[config.mk]
export PLATFORM = sky130hd
export DESIGN_NAME = adc_input_conditioner
export DESIGN_NICKNAME = d
export VERILOG_FILES = /design/src/rtl/galaga_pkg.sv /design/src/rtl/adc_btn_debounce.sv /design/src/rtl/adc_input_conditioner.sv
export SDC_FILE = /design/constraint.sdc
export NUM_CORES = 1
export LEC_CHECK = 0
export BUFFER_PORTS_ARGS = -buffer_cell sky130_fd_sc_hd__buf_4
export CORE_UTILIZATION = 60
export DETAILED_ROUTE_END_ITERATION = 8
export PLACE_DENSITY_LB_ADDON = 0.08
export SLEW_MARGIN = 20
export SYNTH_ARGS = -nofsm -noshare
export SYNTH_HDL_FRONTEND = slang
export SYNTH_HIERARCHICAL = 1
export SYNTH_SLANG_ARGS = --single-unit
[constraint.sdc]
create_clock -name clk_i -period 14.2 [get_ports clk_i]
set_clock_uncertainty 0.15 [all_clocks]
set_input_delay 0.71 -clock clk_i [delete_from_list [all_inputs] [get_ports clk_i]]
set_output_delay 0.71 -clock clk_i [all_outputs]
set_load 0.02 [all_outputs]
[src/rtl/galaga_pkg.sv]
// Shared constants and types for the ADC input conditioner: slot numbering,
// data widths, stick direction encoding and the raw-code to millivolt scaling.
package galaga_pkg;

    localparam int SlotCount = 5;
    localparam int BtnCount  = 3;
    localparam int MvWidth   = 13;
    localparam int AdcWidth  = 12;
    localparam int ChWidth   = 5;

    typedef enum logic [2:0] {
        SLOT_X = 3'd0,
        SLOT_B = 3'd1,
        SLOT_A = 3'd2,
        SLOT_J = 3'd3,
        SLOT_Y = 3'd4
    } slot_e;

    localparam logic [1:0] AXIS_CTR = 2'b00;
    localparam logic [1:0] AXIS_POS = 2'b01;
    localparam logic [1:0] AXIS_NEG = 2'b11;

    // 5001/4096 maps full scale 4095 onto 4999 mV and mid-code 2048 onto 2500 mV.
    function automatic logic [MvWidth-1:0] adc_to_mv(input logic [AdcWidth-1:0] code);
        logic [AdcWidth+MvWidth-1:0] prod;
        prod = {{MvWidth{1'b0}}, code} * (AdcWidth + MvWidth)'(5001);
        return prod[AdcWidth+MvWidth-1:AdcWidth];
    endfunction

endpackage

[src/rtl/adc_btn_debounce.sv]
// One button: hysteresis on the averaged voltage, then a consecutive-agreement
// debounce counter, producing a level and a one-cycle press pulse.
module adc_btn_debounce
    import galaga_pkg::*;
#(
    parameter int DebounceCount = 4,
    parameter int PressMv       = 1000,
    parameter int ReleaseMv     = 1500
) (
    input  logic               clk_i,
    input  logic               reset_i,
    input  logic               pub_i,
    input  logic [MvWidth-1:0] avg_i,
    output logic               level_o,
    output logic               press_o
);

    localparam int                CntW    = $clog2(DebounceCount + 1);
    localparam logic [CntW-1:0]   CntLast = CntW'(DebounceCount - 1);
    localparam logic [MvWidth-1:0] PressTh = MvWidth'(PressMv);
    localparam logic [MvWidth-1:0] RelTh   = MvWidth'(ReleaseMv);

    logic            raw_q, raw_d;
    logic            level_q, level_d;
    logic            press_q, press_d;
    logic [CntW-1:0] cnt_q, cnt_d;

    always_comb begin
        raw_d   = raw_q;
        level_d = level_q;
        cnt_d   = cnt_q;
        press_d = 1'b0;
        if (pub_i) begin
            // Between the two thresholds the previous raw reading is kept.
            if (avg_i < PressTh) begin
                raw_d = 1'b1;
            end else if (avg_i > RelTh) begin
                raw_d = 1'b0;
            end
            if (raw_d != level_q) begin
                if (cnt_q == CntLast) begin
                    level_d = ~level_q;
                    press_d = ~level_q;
                    cnt_d   = '0;
                end else begin
                    cnt_d = cnt_q + CntW'(1);
                end
            end else begin
                cnt_d = '0;
            end
        end
    end

    always_ff @(posedge clk_i) begin
        if (reset_i) begin
            raw_q   <= 1'b0;
            level_q <= 1'b0;
            press_q <= 1'b0;
            cnt_q   <= '0;
        end else begin
            raw_q   <= raw_d;
            level_q <= level_d;
            press_q <= press_d;
            cnt_q   <= cnt_d;
        end
    end

    assign level_o = level_q;
    assign press_o = press_q;

endmodule

[src/rtl/adc_input_conditioner.sv]
// ADC response stream -> per-slot box-averaged millivolts, debounced buttons
// and dead-zoned stick directions. Three-stage pipeline, one sample per cycle.
module adc_input_conditioner
    import galaga_pkg::*;
#(
    parameter int AvgShift      = 2,
    parameter int DebounceCount = 4,
    parameter int PressMv       = 1000,
    parameter int ReleaseMv     = 1500,
    parameter int CenterMv      = 2500,
    parameter int DeadMv        = 400
) (
    input  logic                               clk_i,
    input  logic                               reset_i,
    input  logic                               resp_valid_i,
    input  logic [ChWidth-1:0]                 resp_channel_i,
    input  logic [AdcWidth-1:0]                resp_data_i,
    output logic [SlotCount-1:0][MvWidth-1:0]  mv_o,
    output logic [SlotCount-1:0]               ch_valid_o,
    output logic [BtnCount-1:0]                btn_level_o,
    output logic [BtnCount-1:0]                btn_press_o,
    output logic [1:0]                         axis_x_o,
    output logic [1:0]                         axis_y_o
);

    localparam int                 AccW    = MvWidth + AvgShift;
    localparam int                 CntW    = AvgShift + 1;
    localparam logic [CntW-1:0]    WinLast = CntW'((1 << AvgShift) - 1);
    localparam logic [MvWidth-1:0] HiMv    = MvWidth'(CenterMv + DeadMv);
    localparam logic [MvWidth-1:0] LoMv    = MvWidth'(CenterMv - DeadMv);

    // Stage 1: capture, dropping channels outside 1..5.
    logic [1:0]          vld_pipe_q;
    slot_e               s1_slot_q;
    logic [AdcWidth-1:0] s1_data_q;
    logic                ch_ok;
    logic [ChWidth-1:0]  ch_m1;

    assign ch_ok = resp_valid_i && (resp_channel_i >= ChWidth'(1))
                                && (resp_channel_i <= ChWidth'(SlotCount));
    assign ch_m1 = resp_channel_i - ChWidth'(1);

    // Stage 2: scale to millivolts.
    slot_e              s2_slot_q;
    logic [MvWidth-1:0] s2_mv_q;

    always_ff @(posedge clk_i) begin
        if (reset_i) begin
            vld_pipe_q <= '0;
            s1_slot_q  <= SLOT_X;
            s1_data_q  <= '0;
            s2_slot_q  <= SLOT_X;
            s2_mv_q    <= '0;
        end else begin
            vld_pipe_q <= {vld_pipe_q[0], ch_ok};
            s1_slot_q  <= slot_e'(ch_m1[2:0]);
            s1_data_q  <= resp_data_i;
            s2_slot_q  <= s1_slot_q;
            s2_mv_q    <= adc_to_mv(s1_data_q);
        end
    end

    // Stage 3: per-slot accumulate and publish on the window-completing sample.
    logic [AccW-1:0]                   acc_q [SlotCount];
    logic [CntW-1:0]                   cnt_q [SlotCount];
    logic [SlotCount-1:0][MvWidth-1:0] mv_q;
    logic [SlotCount-1:0]              chv_q;
    logic [SlotCount-1:0]              pub_q;
    logic [AccW-1:0]                   sum_d;
    logic [MvWidth-1:0]                avg_d;
    logic                              win_done;

    always_comb begin
        sum_d    = acc_q[s2_slot_q] + AccW'(s2_mv_q);
        avg_d    = MvWidth'(sum_d >> AvgShift);
        win_done = (cnt_q[s2_slot_q] == WinLast);
    end

    always_ff @(posedge clk_i) begin
        if (reset_i) begin
            for (int i = 0; i < SlotCount; i++) begin
                acc_q[i] <= '0;
                cnt_q[i] <= '0;
            end
            mv_q  <= '0;
            chv_q <= '0;
            pub_q <= '0;
        end else begin
            pub_q <= '0;
            if (vld_pipe_q[1]) begin
                if (win_done) begin
                    acc_q[s2_slot_q] <= '0;
                    cnt_q[s2_slot_q] <= '0;
                    mv_q[s2_slot_q]  <= avg_d;
                    chv_q[s2_slot_q] <= 1'b1;
                    pub_q[s2_slot_q] <= 1'b1;
                end else begin
                    acc_q[s2_slot_q] <= sum_d;
                    cnt_q[s2_slot_q] <= cnt_q[s2_slot_q] + CntW'(1);
                end
            end
        end
    end

    // Sticks: evaluated one edge after their slot publishes.
    function automatic logic [1:0] axis_dir(input logic [MvWidth-1:0] mv);
        if (mv > HiMv) return AXIS_POS;
        if (mv < LoMv) return AXIS_NEG;
        return AXIS_CTR;
    endfunction

    logic [1:0] axis_x_q, axis_y_q;

    always_ff @(posedge clk_i) begin
        if (reset_i) begin
            axis_x_q <= AXIS_CTR;
            axis_y_q <= AXIS_CTR;
        end else begin
            if (pub_q[SLOT_X]) axis_x_q <= axis_dir(mv_q[SLOT_X]);
            if (pub_q[SLOT_Y]) axis_y_q <= axis_dir(mv_q[SLOT_Y]);
        end
    end

    // Buttons B, A, J occupy slots 1..3.
    for (genvar b = 0; b < BtnCount; b++) begin : g_btn
        adc_btn_debounce #(
            .DebounceCount(DebounceCount),
            .PressMv      (PressMv),
            .ReleaseMv    (ReleaseMv)
        ) u_btn (
            .clk_i  (clk_i),
            .reset_i(reset_i),
            .pub_i  (pub_q[b+1]),
            .avg_i  (mv_q[b+1]),
            .level_o(btn_level_o[b]),
            .press_o(btn_press_o[b])
        );
    end

    assign mv_o       = mv_q;
    assign ch_valid_o = chv_q;
    assign axis_x_o   = axis_x_q;
    assign axis_y_o   = axis_y_q;

endmodule

==> summary.md <==
| Metric | Value |
|---|---|
| Number of library cell types mapped by synthesis | `just under 80` |
| Effective utilization at floorplan | `0.6158` |
| Total instance count after detailed placement | `roughly 1,700` |
| Top area cells in the synthesized netlist | `sky130_fd_sc_hd__edfxtp_1 31%, sky130_fd_sc_hd__dfxtp_1 18%, sky130_fd_sc_hd__ha_1 8.4%, sky130_fd_sc_hd__nor2_1 4.7%, sky130_fd_sc_hd__fa_1 4.4%` |
| Library cell occupying the most area in the post-synthesis netlist | `sky130_fd_sc_hd__edfxtp_1` |
| Critical path class | `flop to flop` |
| Highest fanout seen on the critical path | `30` |
| Area of placed instances | `14,960 sq um` |
| Proportion of synthesized flip-flops having asynchronous set or reset | `0` |
| Max H-tree Level | `1` |
| Hold Crit Class | `primary input to flop` |
| Synth warn | `6` |
| Clk pin slew, worst setup/hold paths | `roughly 60 ps` |
| CTS Sinks | `between 200 and 300` |
| Starting DRT DRC Count | `between 900 and 1,000` |
| Slew HR | `0.2776` |
| Count of flip-flops with a built-in enable after synthesis | `144` |
| Net count after synthesis | `roughly 1,500` |
| CTS Hold Buffers Added | `0` |
| Final wirelength | `about 35 mm` |
| TritonRoute pass-1 iters | `6` |
| Largest net degree at the start of global routing | `70` |
| Routability congestion estimate | `approximately 0.9` |
| Site row count | `55` |
| Portion of the post-synthesis area used by sequential elements | `0.4923` |
| Most common flop cell mapped by yosys | `sky130_fd_sc_hd__edfxtp_1` |
| Core Footprint | `22,850 sq um` |
| ANT cells | `0` |
| Via count of the first global-routing pass | `10,083` |
| Number of gates resized after CTS | `0` |
| Area growth, synth to finish | `12.48%` |
| Cell chain of the critical path | `and3_1, a22oi_1, nand4_1, ha_1, fa_1, a211oi_1, o21bai_1, nor4_1, nor3_1, or2_2, nor2_1` |
| Slowest stage cell on the critical path | `sky130_fd_sc_hd__dfxtp_1` |
| Outcome | `finished clean` |
| Clock insertion delay at the later pin of the skew report | `560 ps` |
| Maximum vdd drop | `~0.11 mV` |
| Most frequently used cell type in the post-synthesis netlist | `sky130_fd_sc_hd__nor2_1` |
| Post-route fraction of the period consumed by the critical path | `0.3499` |
| Proportion of netlist area held by the largest area contributor | `0.3073` |
| Pins over their slew limit | `0` |
| Post CTS Setup Buffer Count | `0` |
| Worst path required time | `about 14,000 ps` |
| Syn Std Cell Area | `approximately 14,000 sq um` |
| Pwr/cell area | `around 130 nW/um^2` |
| Vertical extent of the die | `~160 microns` |
| Wirelength per Cell | `just under 20 microns` |
| HPWL reported at the end of detailed placement | `23.74 mm` |
| Number of top-level pins | `100` |
| FF-to-FF path depth | `11` |
| Worst Setup Slack, final | `~9000 ps` |
| Total routing usage reported by global routing | `0.2934` |
| Share of layout cells above drive strength 1 | `0.1427` |
| Post-route minimum period | `4969 ps` |
| Actual transition at the worst max-transition pin | `1080 ps` |
| Final Cell Area | `about 16,000 sq um` |
| Wire length of the first global-routing pass | `54.83 mm` |
| Total gr overflow | `0` |
| Worst stage delay on the critical path | `900 ps` |
| Final-layout setup total negative slack | `0 ps` |
| Number of buffers on the longest clock path | `3` |
| Highest clock frequency the design can meet | `201.3 MHz` |
| Count of cells along the worst hold path | `2` |
| Clock root buffer | `sky130_fd_sc_hd__clkbuf_16` |
| Number of antenna-violating nets in the routed design | `0` |
| Overall die width | `roughly 160 microns` |
| Number of antenna violations at the first check in global routing | `0` |
| Post-DR vias/cell | `between 6 and 7` |
| Post-synthesis sequential element count | `between 200 and 300` |
| TritonCTS buffer count | `29` |
| Startpoint class of the critical path | `flop` |
| Leading post-synthesis cells by instance count | `175 x sky130_fd_sc_hd__nor2_1, 144 x sky130_fd_sc_hd__edfxtp_1, 130 x sky130_fd_sc_hd__dfxtp_1` |
| Hold Fails Final Rpt | `0` |
| CTS tree | `yes` |
| Setup WS pre-CTS | `between 9000 and 10,000 ps` |
| Worst Path Arrival | `between 5000 and 6000 ps` |
| Number of max-capacitance violations reported | `0` |
| Count of input and output buffers | `a little under 100` |
| Net count, final | `about 1,600` |
| Leakage power figure | `about 6.3 nW` |
| Number of cells in the finished layout apart from fillers | `about 1,800` |
| Setup repair after global routing missed its margin | `false` |
| Post-synthesis cell count | `about 1,400` |
| Capturing element type of the critical path | `flop` |
| Final setup violating endpoints | `0` |
| Number of remaining DRC errors | `0` |
| Syn Area/Cell | `around 10 sq um` |
| Overall via count from detail_route | `10,693` |
| Die area | `around 24,000 sq um` |
==> worst max-delay path: cells and delay by family, from the launching register on <==
kind / cells / cell delay, ps
flip-flops: 1 / 900
adder cells (fa/ha/maj): 2 / 470
AO/OA/AOI/OAI: 3 / 690
AND/OR/NAND/NOR: 6 / 2470
==> layer usage <==
metal	track usage	up-vias	part of all wire
met5	0	-	0
met4	0.08439	0	0.023
met3	0.04234	63	0.088
met2	0.4854	471	0.48
met1	0.4028	5163	0.41
li1	-	4996	-
==> registers in the layout (all words and copies together), names as in the netlist, 3 cells and up <==
| signal | count |
|---|---|
| acc_q | 120 |
| mv_o | 65 |
| cnt_q | 24 |
| s2_mv_q | 13 |
| s1_data_q | 12 |
| g_btn.u_btn/cnt_q | 9 |
| ch_valid_o | 5 |
| pub_q | 5 |
| g_btn.u_btn/level_o | 3 |
| g_btn.u_btn/press_o | 3 |
| g_btn.u_btn/raw_q | 3 |
| s1_slot_q | 3 |
| s2_slot_q | 3 |
==> stage by stage <==
stage,hold WS [ps],total power [mW],util
final,192.6,1.981,0.6927
after global routing,189.4,2.058,0.6927
after CTS,179.1,1.985,0.6923
after detailed placement,275.1,1.301,0.6548
after global placement,280.1,1.293,0.6546
after floorplan,263.8,1.159,-
==> path summary, 6_finish.rpt <==
check | startpoint | endpoint | slack, ps
setup reg to reg | s2_slot_q[2] | acc_q[5][10] | 9230
setup / recovery | s2_slot_q[2] | acc_q[5][10] | 9230
hold / removal | resp_channel_i[0] | s1_slot_q[0] | 190
hold reg to reg | s1_slot_q[2] | s2_slot_q[2] | 310
==> where the power goes <==
| part | internal, mW | switching [mW] | leakage (nW) | total (mW) |
|---|---|---|---|---|
| registers | 0.854 | 0.0172 | 2.39 | 0.872 |
| clock network | 0.389 | 0.302 | 0.424 | 0.691 |
| logic | 0.141 | 0.277 | 3.52 | 0.418 |
==> placed cells by master (no fill, tap or decap), drive strengths merged, types with 40 or more instances in the layout <==
cell type and n:
a21oi 69, a22oi 59, buf 115, dfxtp 130
edfxtp 144, ha 94, inv 83, nand2 93
nand3 44, nor2 177, nor2b 40
==> cell families after synthesis <==
logic type      count (synthesis)  synth area share
mux                            16           0.01298
xor+xnor                       13          0.008093
compound gates                287            0.1470
simple gates                  484            0.1641
flops                         274            0.4923
buf+inv                       151           0.04784
fa+ha+maj                     125            0.1277
==> area by class of cell <==
type	instances	area [sq um]
Tap cell	313	391.6
Fill cell	1843	7022
Clock buffer	38	789.5
Multi-Input combinational cell	925	6481
Inverter	81	304.0
Sequential cell	274	6927
Clock inverter	11	68.82
Timing Repair Buffer	115	863.3
Power figures use the tool's default switching activity.
